[src/rtl/rsa_spi_regbank.sv]
// SPI register bank for the RSA core: operand bytes, command pulses, busy/done/error tracking.
// spireg is the serial slave: frame = command byte {wr, .., addr} then one data byte, MSB first, SPI mode 0.

module spireg #(
   parameter int REG_W      = 8,
   parameter int ADDR_WIDTH = 4
) (
   input  logic                  clk,
   input  logic                  rstb,
   input  logic                  spi_cs_n,
   input  logic                  spi_clk,
   input  logic                  spi_mosi,
   output logic                  spi_miso,
   output logic [ADDR_WIDTH-1:0] reg_addr_o,
   output logic [REG_W-1:0]      reg_data_o,
   output logic                  reg_data_o_vld,
   input  logic [REG_W-1:0]      reg_data_i
);
   localparam int CW = $clog2(2*REG_W) + 1;

   logic [1:0]            cs_q;
   logic [2:0]            sclk_q;
   logic [1:0]            mosi_q;
   logic [CW-1:0]         cnt_q, cnt_d;
   logic [REG_W-1:0]      rx_q, rx_d, tx_q, tx_d, data_q, data_d;
   logic [ADDR_WIDTH-1:0] addr_q, addr_d;
   logic                  wr_q, wr_d, vld_q, vld_d, load_q, load_d;
   logic                  rise_s;
   logic [REG_W-1:0]      byte_s;

   // Pin synchronisers; mosi shares the sclk pipeline depth so data lines up with the edge
   always_ff @(posedge clk or negedge rstb) begin
      if (!rstb) begin
         cs_q   <= 2'b11;
         sclk_q <= 3'b000;
         mosi_q <= 2'b00;
      end else begin
         cs_q   <= {cs_q[0], spi_cs_n};
         sclk_q <= {sclk_q[1:0], spi_clk};
         mosi_q <= {mosi_q[0], spi_mosi};
      end
   end

   assign rise_s = sclk_q[1] & ~sclk_q[2];
   assign byte_s = {rx_q[REG_W-2:0], mosi_q[1]};

   // Bit counting, shifting, address capture and write-commit pulse
   always_comb begin
      cnt_d  = cnt_q;
      rx_d   = rx_q;
      tx_d   = tx_q;
      data_d = data_q;
      addr_d = addr_q;
      wr_d   = wr_q;
      vld_d  = 1'b0;
      load_d = 1'b0;
      if (cs_q[1]) begin
         cnt_d = '0;
      end else begin
         if (load_q) begin
            tx_d = reg_data_i;
         end else begin
            tx_d = tx_q;
         end
         if (rise_s && (cnt_q != CW'(2*REG_W))) begin
            rx_d  = byte_s;
            tx_d  = {tx_q[REG_W-2:0], 1'b0};
            cnt_d = cnt_q + CW'(1);
            if (cnt_q == CW'(REG_W-1)) begin
               wr_d   = byte_s[REG_W-1];
               addr_d = byte_s[ADDR_WIDTH-1:0];
               load_d = ~byte_s[REG_W-1];
            end else if (cnt_q == CW'(2*REG_W-1)) begin
               data_d = byte_s;
               vld_d  = wr_q;
            end else begin
               vld_d = 1'b0;
            end
         end else begin
            vld_d = 1'b0;
         end
      end
   end

   // Slave state registers
   always_ff @(posedge clk or negedge rstb) begin
      if (!rstb) begin
         cnt_q  <= '0;
         rx_q   <= '0;
         tx_q   <= '0;
         data_q <= '0;
         addr_q <= '0;
         wr_q   <= 1'b0;
         vld_q  <= 1'b0;
         load_q <= 1'b0;
      end else begin
         cnt_q  <= cnt_d;
         rx_q   <= rx_d;
         tx_q   <= tx_d;
         data_q <= data_d;
         addr_q <= addr_d;
         wr_q   <= wr_d;
         vld_q  <= vld_d;
         load_q <= load_d;
      end
   end

   assign spi_miso       = tx_q[REG_W-1];
   assign reg_addr_o     = addr_q;
   assign reg_data_o     = data_q;
   assign reg_data_o_vld = vld_q;
endmodule

module rsa_spi_regbank #(
   parameter int REG_W      = 8,
   parameter int OPW        = 16,
   parameter int ADDR_WIDTH = 4
) (
   input  logic             clk,
   input  logic             rstb,
   input  logic             ena,
   input  logic             spi_cs_n,
   input  logic             spi_clk,
   input  logic             spi_mosi,
   output logic             spi_miso,
   output logic             spi_start_cmd,
   output logic             spi_stop_cmd,
   output logic [OPW-1:0]   rsa_p,
   output logic [OPW-1:0]   rsa_e,
   output logic [OPW-1:0]   rsa_m,
   output logic [OPW-1:0]   rsa_const,
   input  logic [OPW-1:0]   rsa_c,
   input  logic             eoc,
   output logic             irq,
   output logic [REG_W-1:0] spare
);
   localparam int NB      = OPW / REG_W;
   localparam int NOP     = 4 * NB;
   localparam int C_BASE  = 2 + NOP;
   localparam int SPARE_A = 2 + 5*NB;

   logic [ADDR_WIDTH-1:0] addr_s;
   logic [REG_W-1:0]      wdata_s, rdata_s;
   logic                  vld_s;
   logic [REG_W-1:0]      op_q [NOP];
   logic [REG_W-1:0]      op_d [NOP];
   logic [OPW-1:0]        c_q, c_d;
   logic [REG_W-1:0]      spare_q, spare_d;
   logic                  busy_q, busy_d, done_q, done_d, err_q, err_d, irq_en_q, irq_en_d;
   logic                  start_q, start_d, stop_q, stop_d;
   logic                  wr_s, is_ctrl_s, is_op_s, is_spare_s, eoc_hit_s;
   logic                  start_s, stop_s, clr_s, err_s;

   spireg #(.REG_W(REG_W), .ADDR_WIDTH(ADDR_WIDTH)) u_spireg (
      .clk(clk), .rstb(rstb), .spi_cs_n(spi_cs_n), .spi_clk(spi_clk), .spi_mosi(spi_mosi),
      .spi_miso(spi_miso), .reg_addr_o(addr_s), .reg_data_o(wdata_s),
      .reg_data_o_vld(vld_s), .reg_data_i(rdata_s)
   );

   // Write decode; stop in the same CTRL write masks start
   always_comb begin
      wr_s       = vld_s & ena;
      is_ctrl_s  = (addr_s == ADDR_WIDTH'(1));
      is_op_s    = (addr_s >= ADDR_WIDTH'(2)) && (addr_s < ADDR_WIDTH'(C_BASE));
      is_spare_s = (addr_s == ADDR_WIDTH'(SPARE_A));
      eoc_hit_s  = ena & eoc & busy_q;
      stop_s     = wr_s & is_ctrl_s & wdata_s[1];
      start_s    = wr_s & is_ctrl_s & wdata_s[0] & ~wdata_s[1];
      clr_s      = wr_s & is_ctrl_s & wdata_s[2];
      err_s      = (start_s & busy_q) | (wr_s & is_op_s & busy_q)
                 | (wr_s & ~is_ctrl_s & ~is_op_s & ~is_spare_s);
   end

   // Next state: clears are applied before sets so a coincident set wins
   always_comb begin
      op_d     = op_q;
      c_d      = c_q;
      spare_d  = spare_q;
      irq_en_d = irq_en_q;
      busy_d   = busy_q;
      done_d   = done_q;
      err_d    = err_q;
      start_d  = 1'b0;
      stop_d   = 1'b0;
      if (wr_s && is_ctrl_s) begin
         irq_en_d = wdata_s[3];
      end else begin
         irq_en_d = irq_en_q;
      end
      if (wr_s && is_spare_s) begin
         spare_d = wdata_s;
      end else begin
         spare_d = spare_q;
      end
      for (int k = 0; k < NOP; k++) begin
         if (wr_s && !busy_q && (addr_s == ADDR_WIDTH'(2 + k))) begin
            op_d[k] = wdata_s;
         end else begin
            op_d[k] = op_q[k];
         end
      end
      if (clr_s) begin
         done_d = 1'b0;
         err_d  = 1'b0;
      end else begin
         done_d = done_q;
      end
      if (stop_s) begin
         stop_d = 1'b1;
         busy_d = 1'b0;
      end else if (start_s && !busy_q) begin
         start_d = 1'b1;
         busy_d  = 1'b1;
         done_d  = 1'b0;
      end else begin
         start_d = 1'b0;
      end
      if (eoc_hit_s) begin
         c_d    = rsa_c;
         busy_d = 1'b0;
         done_d = 1'b1;
      end else begin
         c_d = c_q;
      end
      if (err_s) begin
         err_d = 1'b1;
      end else begin
         stop_d = stop_d;
      end
   end

   // Bank state and command pulse registers
   always_ff @(posedge clk or negedge rstb) begin
      if (!rstb) begin
         op_q     <= '{default: '0};
         c_q      <= '0;
         spare_q  <= '0;
         irq_en_q <= 1'b0;
         busy_q   <= 1'b0;
         done_q   <= 1'b0;
         err_q    <= 1'b0;
         start_q  <= 1'b0;
         stop_q   <= 1'b0;
      end else begin
         op_q     <= op_d;
         c_q      <= c_d;
         spare_q  <= spare_d;
         irq_en_q <= irq_en_d;
         busy_q   <= busy_d;
         done_q   <= done_d;
         err_q    <= err_d;
         start_q  <= start_d;
         stop_q   <= stop_d;
      end
   end

   // Read mux over the address map; unmapped addresses read zero
   always_comb begin
      rdata_s = '0;
      if (addr_s == ADDR_WIDTH'(0)) begin
         rdata_s[2:0] = {err_q, done_q, busy_q};
      end else if (is_ctrl_s) begin
         rdata_s[3] = irq_en_q;
      end else if (is_spare_s) begin
         rdata_s = spare_q;
      end else begin
         for (int k = 0; k < NOP; k++) begin
            if (addr_s == ADDR_WIDTH'(2 + k)) rdata_s = op_q[k];
            else rdata_s = rdata_s;
         end
         for (int k = 0; k < NB; k++) begin
            if (addr_s == ADDR_WIDTH'(C_BASE + k)) rdata_s = c_q[k*REG_W +: REG_W];
            else rdata_s = rdata_s;
         end
      end
   end

   for (genvar g = 0; g < NB; g++) begin : g_ops
      assign rsa_p[g*REG_W +: REG_W]     = op_q[g];
      assign rsa_e[g*REG_W +: REG_W]     = op_q[NB + g];
      assign rsa_m[g*REG_W +: REG_W]     = op_q[2*NB + g];
      assign rsa_const[g*REG_W +: REG_W] = op_q[3*NB + g];
   end

   assign spi_start_cmd = start_q;
   assign spi_stop_cmd  = stop_q;
   assign spare         = spare_q;
   assign irq           = done_q & irq_en_q;
endmodule
[config.mk]
export PLATFORM = sky130hd
export DESIGN_NAME = rsa_spi_regbank
export DESIGN_NICKNAME = d
export VERILOG_FILES = /design/src/rtl/rsa_spi_regbank.sv
export SDC_FILE = /design/constraint.sdc
export NUM_CORES = 1
export LEC_CHECK = 0
export ABC_AREA = 1
export ABC_CLOCK_PERIOD_IN_PS = 1900
export BUFFER_PORTS_ARGS = -buffer_cell sky130_fd_sc_hd__buf_2
export CAP_MARGIN = 5
export CORE_MARGIN = 5
export CORE_UTILIZATION = 45
export DETAILED_ROUTE_END_ITERATION = 8
export GPL_TIMING_DRIVEN = 0
export PLACE_DENSITY = 0.66
export SLEW_MARGIN = 20
export SYNTH_ARGS = -nofsm -noshare
export SYNTH_HDL_FRONTEND = slang
export SYNTH_SLANG_ARGS = --single-unit
[constraint.sdc]
create_clock -name clk -period 1.9 [get_ports clk]
set_input_delay 0.19 -clock clk [delete_from_list [all_inputs] [get_ports clk]]
set_output_delay 0.19 -clock clk [all_outputs]
set_load 0.005 [all_outputs]
==> flow_summary_export.csv, run 1 <==
group,metric,value,unit
status,outcome,"finished clean",
yosys,synth.most_common_cell,"nand2_1",
global_route,grt_max_degree,97,
global_route,use_met2,34.0,%
drt,ant_nets,0,
timing,hold_viol,0,
die,rows,42,
cells_and_area,instances_no_fill,1063,
yosys,synth_top_area_cell,"dfrtp_1",
power_and_ir_drop,vdd_drop_max,0.631,mV
yosys,ys_top_cells_by_count,"nand2_1 (226), dfrtp_1 (134), o21ai_0 (106), inv_1 (86), nor2_1 (67)",
drt,first_pass_iters,5,
drt,wl,16800,µm
global_route,busiest_layer,"met2",
place,hpwlAfterDp,11700,µm
die,die_width,126,µm
flow_run,cap_viol_max_count,0,
timing,relSlewSlack,56.6,%
global_route,grt_overflow_total,0,
die,start_util,46.1,%
cells_and_area,final_net_count,900,
place,portBuffers,98,
clocking,htreeDepth,4,
yosys,syn_area,0.00610,mm²
drt,drtIter0Drc,444,
timing,rsz0062_at_grt,"true",
timing,slew_violations,0,
clocking,ctsRootBufferMaster,"clkbuf_16",
global_route,grt_pass1_wl,27000,µm
drt,wl_per_cell,15.8,µm
yosys,syn_inst,742,
cells_and_area,area_growth,27.3,%
critical_path,path_class,"reg2reg",
timing,fin_crit,1830,ps
die,die_area,0.0160,mm²
power_and_ir_drop,leakage,3.90,nW
drt,via_per_inst,5.10,
place,place.gp.congestion,0.894,
timing,skew,6.79,ps
cells_and_area,utilization,58.6,%
timing,worst-slew-pin-transition,651,ps
global_route,grtUsageTotal,21.8,%
drt,drcViolationCount,0,
timing,hold_slack,14.7,ps
timing,fmax,0.545,GHz
yosys,syn-num-nets,768,
die,fp.dieH,126,µm
critical_path,critPathLaunchType,"flip-flop",
global_route,use_met3,5.38,%
cells_and_area,fill_cells,1227,
yosys,ys_seq_area_share,55.8,%
die,pin_count,99,
die,coreArea,0.0132,mm²
clocking,cts_buffer_depth,2,
global_route,antenna_found_initial,0,
clocking,clk_latency,420,ps
critical_path,crit_required,2210,ps
critical_path,end_kind,"flip-flop",
timing,period_share,96.5,%
yosys,yosysTopAreaCellShare,55.0,%
yosys,ys_ff_latch,136,
yosys,syn_avg_cell_area,8.22,µm²
min_path,hp-class,"in2reg",
yosys,ys.flop_type,"dfrtp_1",
drt,vias,5417,
yosys,yosys_warnings,0,
place,place_inst,1017,
yosys,synth_cell_type_count,32,
critical_path,worst-path-max-fanout,6,
clocking,clk_pin_slew_worst_paths,50,ps
global_route,grt_pass1_vias,5218,
cells_and_area,layout-drive-gt1-share,23.2,%
power_and_ir_drop,power.density,897,mW/mm²
cells_and_area,antenna_cells,0,
global_route,global_route.usage.met1,29.6,%
clocking,cts.sinks,136,
yosys,yosys-top-cells-area,"dfrtp_1 (55%), nand2_1 (14%), o21ai_0 (8.7%)",
power_and_ir_drop,power,6.96,mW
clocking,tritoncts,"yes",
critical_path,arrival,2140,ps
yosys,synth_edf_count,0,
clocking,cts_buffers,17,
yosys,synthArstFlopShare,100,%
timing,setup_viol,0,
-- power by group --
group	internal [mW]	total (mW)	switching (mW)
sequential	3.14	3.25	0.108
clock	2.12	3.30	1.17
combinational	0.168	0.421	0.253
-- per-stage QoR --
stage	cell area (µm²)	setup slack, ps	TNS (ps)
final	7760	65.9	0
after global routing	7760	-17.2	-62.2
after CTS	7570	-27.5	-44.8
after detailed placement	6850	-156	-4100
after global placement	6810	-1230	-166960
after floorplan	6100	254	0
-- worst max-delay path, cell delays in order, from the launching register on --
cell and delay (ps):
dfrtp_1 340, buf_6 170, clkinvlp_4 150, nand2_1 190
nor2_1 80, nand2_1 70, nand3_1 90, nor2_1 110
nand4_1 100, nor2_1 190, nand3b_1 110, nand2_1 80
a21oi_1 60
-- final cells by class --
class	count	area, µm²	share of cell area, %
well taps	176	220	2.84
multi-input cells	499	2420	31.2
clock inverters	8	120	1.55
flip-flops and latches	136	3410	43.9
inverters	87	338	4.35
plain buffers	19	108	1.39
clock buffers	24	472	6.08
repair buffers	114	671	8.64
-- final timing paths --
| kind | slack (ps) | end | depth (start not counted) | start |
|---|---|---|---|---|
| max | 70 | u_spireg.tx_q[6]$_DFFE_PN0P_ | 12 | u_spireg.reg_addr_o[0]$_DFFE_PN0P_ |
| min | 10 | c_q[7]$_DFFE_PN0P_ | 2 | rsa_c[7] |
| max reg2reg | 70 | u_spireg.tx_q[6]$_DFFE_PN0P_ | 12 | u_spireg.reg_addr_o[0]$_DFFE_PN0P_ |
| min reg2reg | 350 | u_spireg.mosi_q[1]$_DFF_PN0_ | 0 | u_spireg.mosi_q[0]$_DFF_PN0_ |
| max in group asynchronous | 870 | u_spireg.reg_addr_o[2]$_DFFE_PN0P_ | 3 | rstb |
| min in group asynchronous | 240 | rsa_p[4]$_DFFE_PN0P_ | 2 | rstb |
-- placed cells by master, fill, tap and decap left out, types with 7 or more instances in the layout --
cell type and n:
nand2_1 220, dfrtp_1 131, o21ai_0 105, buf_2 101, inv_1 80, nor2_1 50, nand3_1 25, a21oi_1 20
clkbuf_16 17, clkbuf_1 14, nor2_4 12, nor2_2 10, or2_2 9, nand4_1 8, buf_4 8, dlygate4sd3_1 7
-- metal layers --
layer / up-vias / routed length, µm
met5: - / 0
met3: 34 / 1140
met1: 2581 / 7240
met4: 0 / 411
met2: 175 / 8010
li1: 2627 / -
-- what timing repair did --
action                     in CTS  in global routing
hold endpoints to repair       46                  0
setup endpoints to repair      67                 89
hold buffers                    7                  0
resized for setup              11                 55
pin swaps                       2                  3
buffers inserted                3                  5
-- cells by family after synthesis --
kind of cell	Yosys count	synth area share (%)
adder cells (fa/ha/maj)	3	0.616
multiplexers	4	0.739
XOR/XNOR	1	0.144
buffers and inverters	107	6.98
AO/OA/AOI/OAI	136	11.4
AND/OR/NAND/NOR	355	24.3
flip-flops	136	55.8
-- registers in the layout (all words and copies together), names as in the netlist, 2 cells and up --
signal,flops
u_spireg.tx_q,8
rsa_const,16
rsa_e,16
c_q,16
u_spireg.reg_addr_o,4
u_spireg.mosi_q,2
rsa_p,16
u_spireg.sclk_q,3
u_spireg.reg_data_o,8
rsa_m,16
u_spireg.cnt_q,5
u_spireg.cs_q,2
spare,8
u_spireg.rx_q,7
No activity file was read; power rests on OpenSTA's default activity.
==> inputs of run 2 (changes only) <==
--- a/config.mk
+++ b/config.mk
@@ -10,10 +10,10 @@
 export BUFFER_PORTS_ARGS = -buffer_cell sky130_fd_sc_hd__buf_2
 export CAP_MARGIN = 5
 export CORE_MARGIN = 5
-export CORE_UTILIZATION = 45
+export CORE_UTILIZATION = 40
 export DETAILED_ROUTE_END_ITERATION = 8
 export GPL_TIMING_DRIVEN = 0
-export PLACE_DENSITY = 0.66
+export MAX_ROUTING_LAYER = met4
 export SLEW_MARGIN = 20
 export SYNTH_ARGS = -nofsm -noshare
 export SYNTH_HDL_FRONTEND = slang
==> run 2 against run 1 <==
  * Die area increased by 11%
  * Largest cell class unchanged
  * Final area is 0.15% lower
  * Largest power group unchanged
  * Flip-flop and latch count is the same
  * First-iteration DRC count is 11% lower
  * Utilization down 7.2 points
  * Sequential power about the same
  * Register-to-register slack better by 40 ps
==> flow_summary_export.csv, run 2 (synthesized netlist as in run 1, its figures left out) <==
group,metric,value,unit
cells_and_area,final_area,0.00775,mm²
die,pin_count,99,
flow_run,cap_viol_max_count,0,
critical_path,cp_cell_sequence,"inv_2, nor2_2, nand2_2, buf_4, or2_2, nand2_1, nand2_1, nand2_1, nand2_1, nand2_1, a21oi_1",
power_and_ir_drop,power.density,920,mW/mm²
critical_path,arrival,2090,ps
cells_and_area,antenna_cells,0,
place,placedInstanceArea,0.00686,mm²
global_route,grt_pass1_vias,5051,
critical_path,critPathLaunchType,"flip-flop",
critical_path,end_kind,"flip-flop",
clocking,cts_buffer_depth,2,
global_route,grt_overflow_total,0,
die,fp.dieH,133,µm
die,die_area,0.0178,mm²
timing,rsz0062_at_grt,"true",
critical_path,critical_path.max_stage_delay,440,ps
critical_path,crit_required,2200,ps
drt,wl,17300,µm
clocking,clk_latency,420,ps
cells_and_area,layout_common_cells,"nand2_1 (219), dfrtp_1 (131), o21ai_0 (103)",
critical_path,reg2reg_from,"u_spireg.reg_addr_o[3]$_DFFE_PN0P_",
timing,hold_viol,0,
critical_path,path_common_cell,"nand2_1",
min_path,worstHoldEndpoint,"c_q[11]$_DFFE_PN0P_",
critical_path,path_class,"reg2reg",
clocking,cts.sinks,136,
drt,drcViolationCount,0,
timing,fin_crit,1790,ps
power_and_ir_drop,leakage,3.91,nW
die,rows,45,
critical_path,worst-path-max-fanout,10,
clocking,clk_pin_slew_worst_paths,50,ps
global_route,antenna_found_initial,0,
die,start_util,40.4,%
clocking,htreeDepth,4,
power_and_ir_drop,power,7.13,mW
die,coreArea,0.0151,mm²
timing,fmax,0.559,GHz
timing,slew_violations,0,
critical_path,r2r-end,"u_spireg.tx_q[7]$_DFFE_PN0P_",
timing,skew,7.59,ps
drt,first_pass_iters,5,
cells_and_area,layout_commonest_cell,"nand2_1",
min_path,whs_path_depth,2,
clocking,ctsRootBufferMaster,"clkbuf_16",
cells_and_area,layout-drive-gt1-share,23.2,%
drt,via_per_inst,4.96,
drt,drtIter0Drc,393,
cells_and_area,final_net_count,896,
global_route,grt_pass1_wl,27300,µm
critical_path,reg2regPathDepth,11,
timing,layout_setup_ws,111,ps
cells_and_area,utilization,51.4,%
power_and_ir_drop,vdd_drop_max,0.701,mV
min_path,hp-class,"in2reg",
timing,worst-slew-pin-transition,698,ps
clocking,tritoncts,"yes",
die,die_width,133,µm
timing,relSlewSlack,53.4,%
place,hpwlAfterDp,12200,µm
status,outcome,"finished clean",
place,place.gp.congestion,0.821,
global_route,grt_max_degree,93,
critical_path,critPathSlowestCell,"dfrtp_2",
timing,period_share,94.2,%
drt,wl_per_cell,16.1,µm
clocking,cts_buffers,17,
critical_path,path_buf_inv,2,
critical_path,path_delay_family,"simple AND/OR/NAND/NOR gates",
min_path,worstHoldStart,"rsa_c[11]",
drt,vias,5308,
cells_and_area,area_growth,27.1,%
drt,ant_nets,0,
timing,setup_viol,0,
critical_path,reg2reg_slack,110,ps
place,portBuffers,98,
global_route,grtUsageTotal,20.4,%
timing,hold_slack,8.83,ps
place,dp_slack,-183,ps
-- run 2: metal layers --
metal | part of all wire, % | routed length, µm | GRT usage [%]
met1 | 46 | 7950 | 27.5
met2 | 48 | 8350 | 31.7
met3 | 4.4 | 754 | 4.38
met4 | 1.3 | 225 | 5.31
met5 | 0 | 0 | -
-- run 2: where the power goes --
part,switching (mW),internal (mW),total (mW)
clock network,1.21,2.27,3.47
registers,0.107,3.14,3.24
logic,0.246,0.165,0.411
total,1.56,5.57,7.13
-- run 2: timing repair --
item                                   CTS  global route
gates resized for setup                 18            47
setup endpoints to repair               83            68
buffers inserted                         3             3
pin swaps                                2             1
hold buffers                             6             0
endpoints found under the hold margin   49             0
-- run 2: worst register-to-register path, cell delays in order (launching register included) --
cell     delay, ps
dfrtp_2        440
inv_2           90
nor2_2         140
nand2_2        100
buf_4          180
or2_2          270
nand2_1        100
nand2_1         50
nand2_1         80
nand2_1         60
nand2_1         90
a21oi_1         70
-- run 2: through the flow --
stage	std cells	TNS, ps
floorplan	742	0
finish	1071	0
detailed placement	1029	-5280
global route	1071	-75.0
CTS	1069	-1.64
global placement	1028	-177500
-- run 2: layout make-up --
cell class	instances	area, µm²
fillers	1471	7340
inverters	87	334
plain buffers	18	105
repair buffers	111	646
well taps	188	235
flip-flops and latches	136	3410
clock inverters	7	113
multi-input cells	499	2390
clock buffers	25	515
-- run 2: how the worst max path moves through the flow --
stage,slack (ps),from,cells past startpoint,to
after floorplan,250,u_spireg.cnt_q[0]$_DFFE_PN0P_,9,u_spireg.tx_q[3]$_DFFE_PN0P_
after global placement,-1300,rstb,1,c_q[0]$_DFFE_PN0P_
after detailed placement,-180,u_spireg.cnt_q[0]$_DFFE_PN0P_,9,u_spireg.tx_q[6]$_DFFE_PN0P_
after CTS,-2,u_spireg.reg_addr_o[1]$_DFFE_PN0P_,8,done_q$_DFF_PN0_
after global routing,-40,u_spireg.reg_addr_o[3]$_DFFE_PN0P_,15,u_spireg.tx_q[2]$_DFFE_PN0P_
final,110,u_spireg.reg_addr_o[3]$_DFFE_PN0P_,11,u_spireg.tx_q[7]$_DFFE_PN0P_
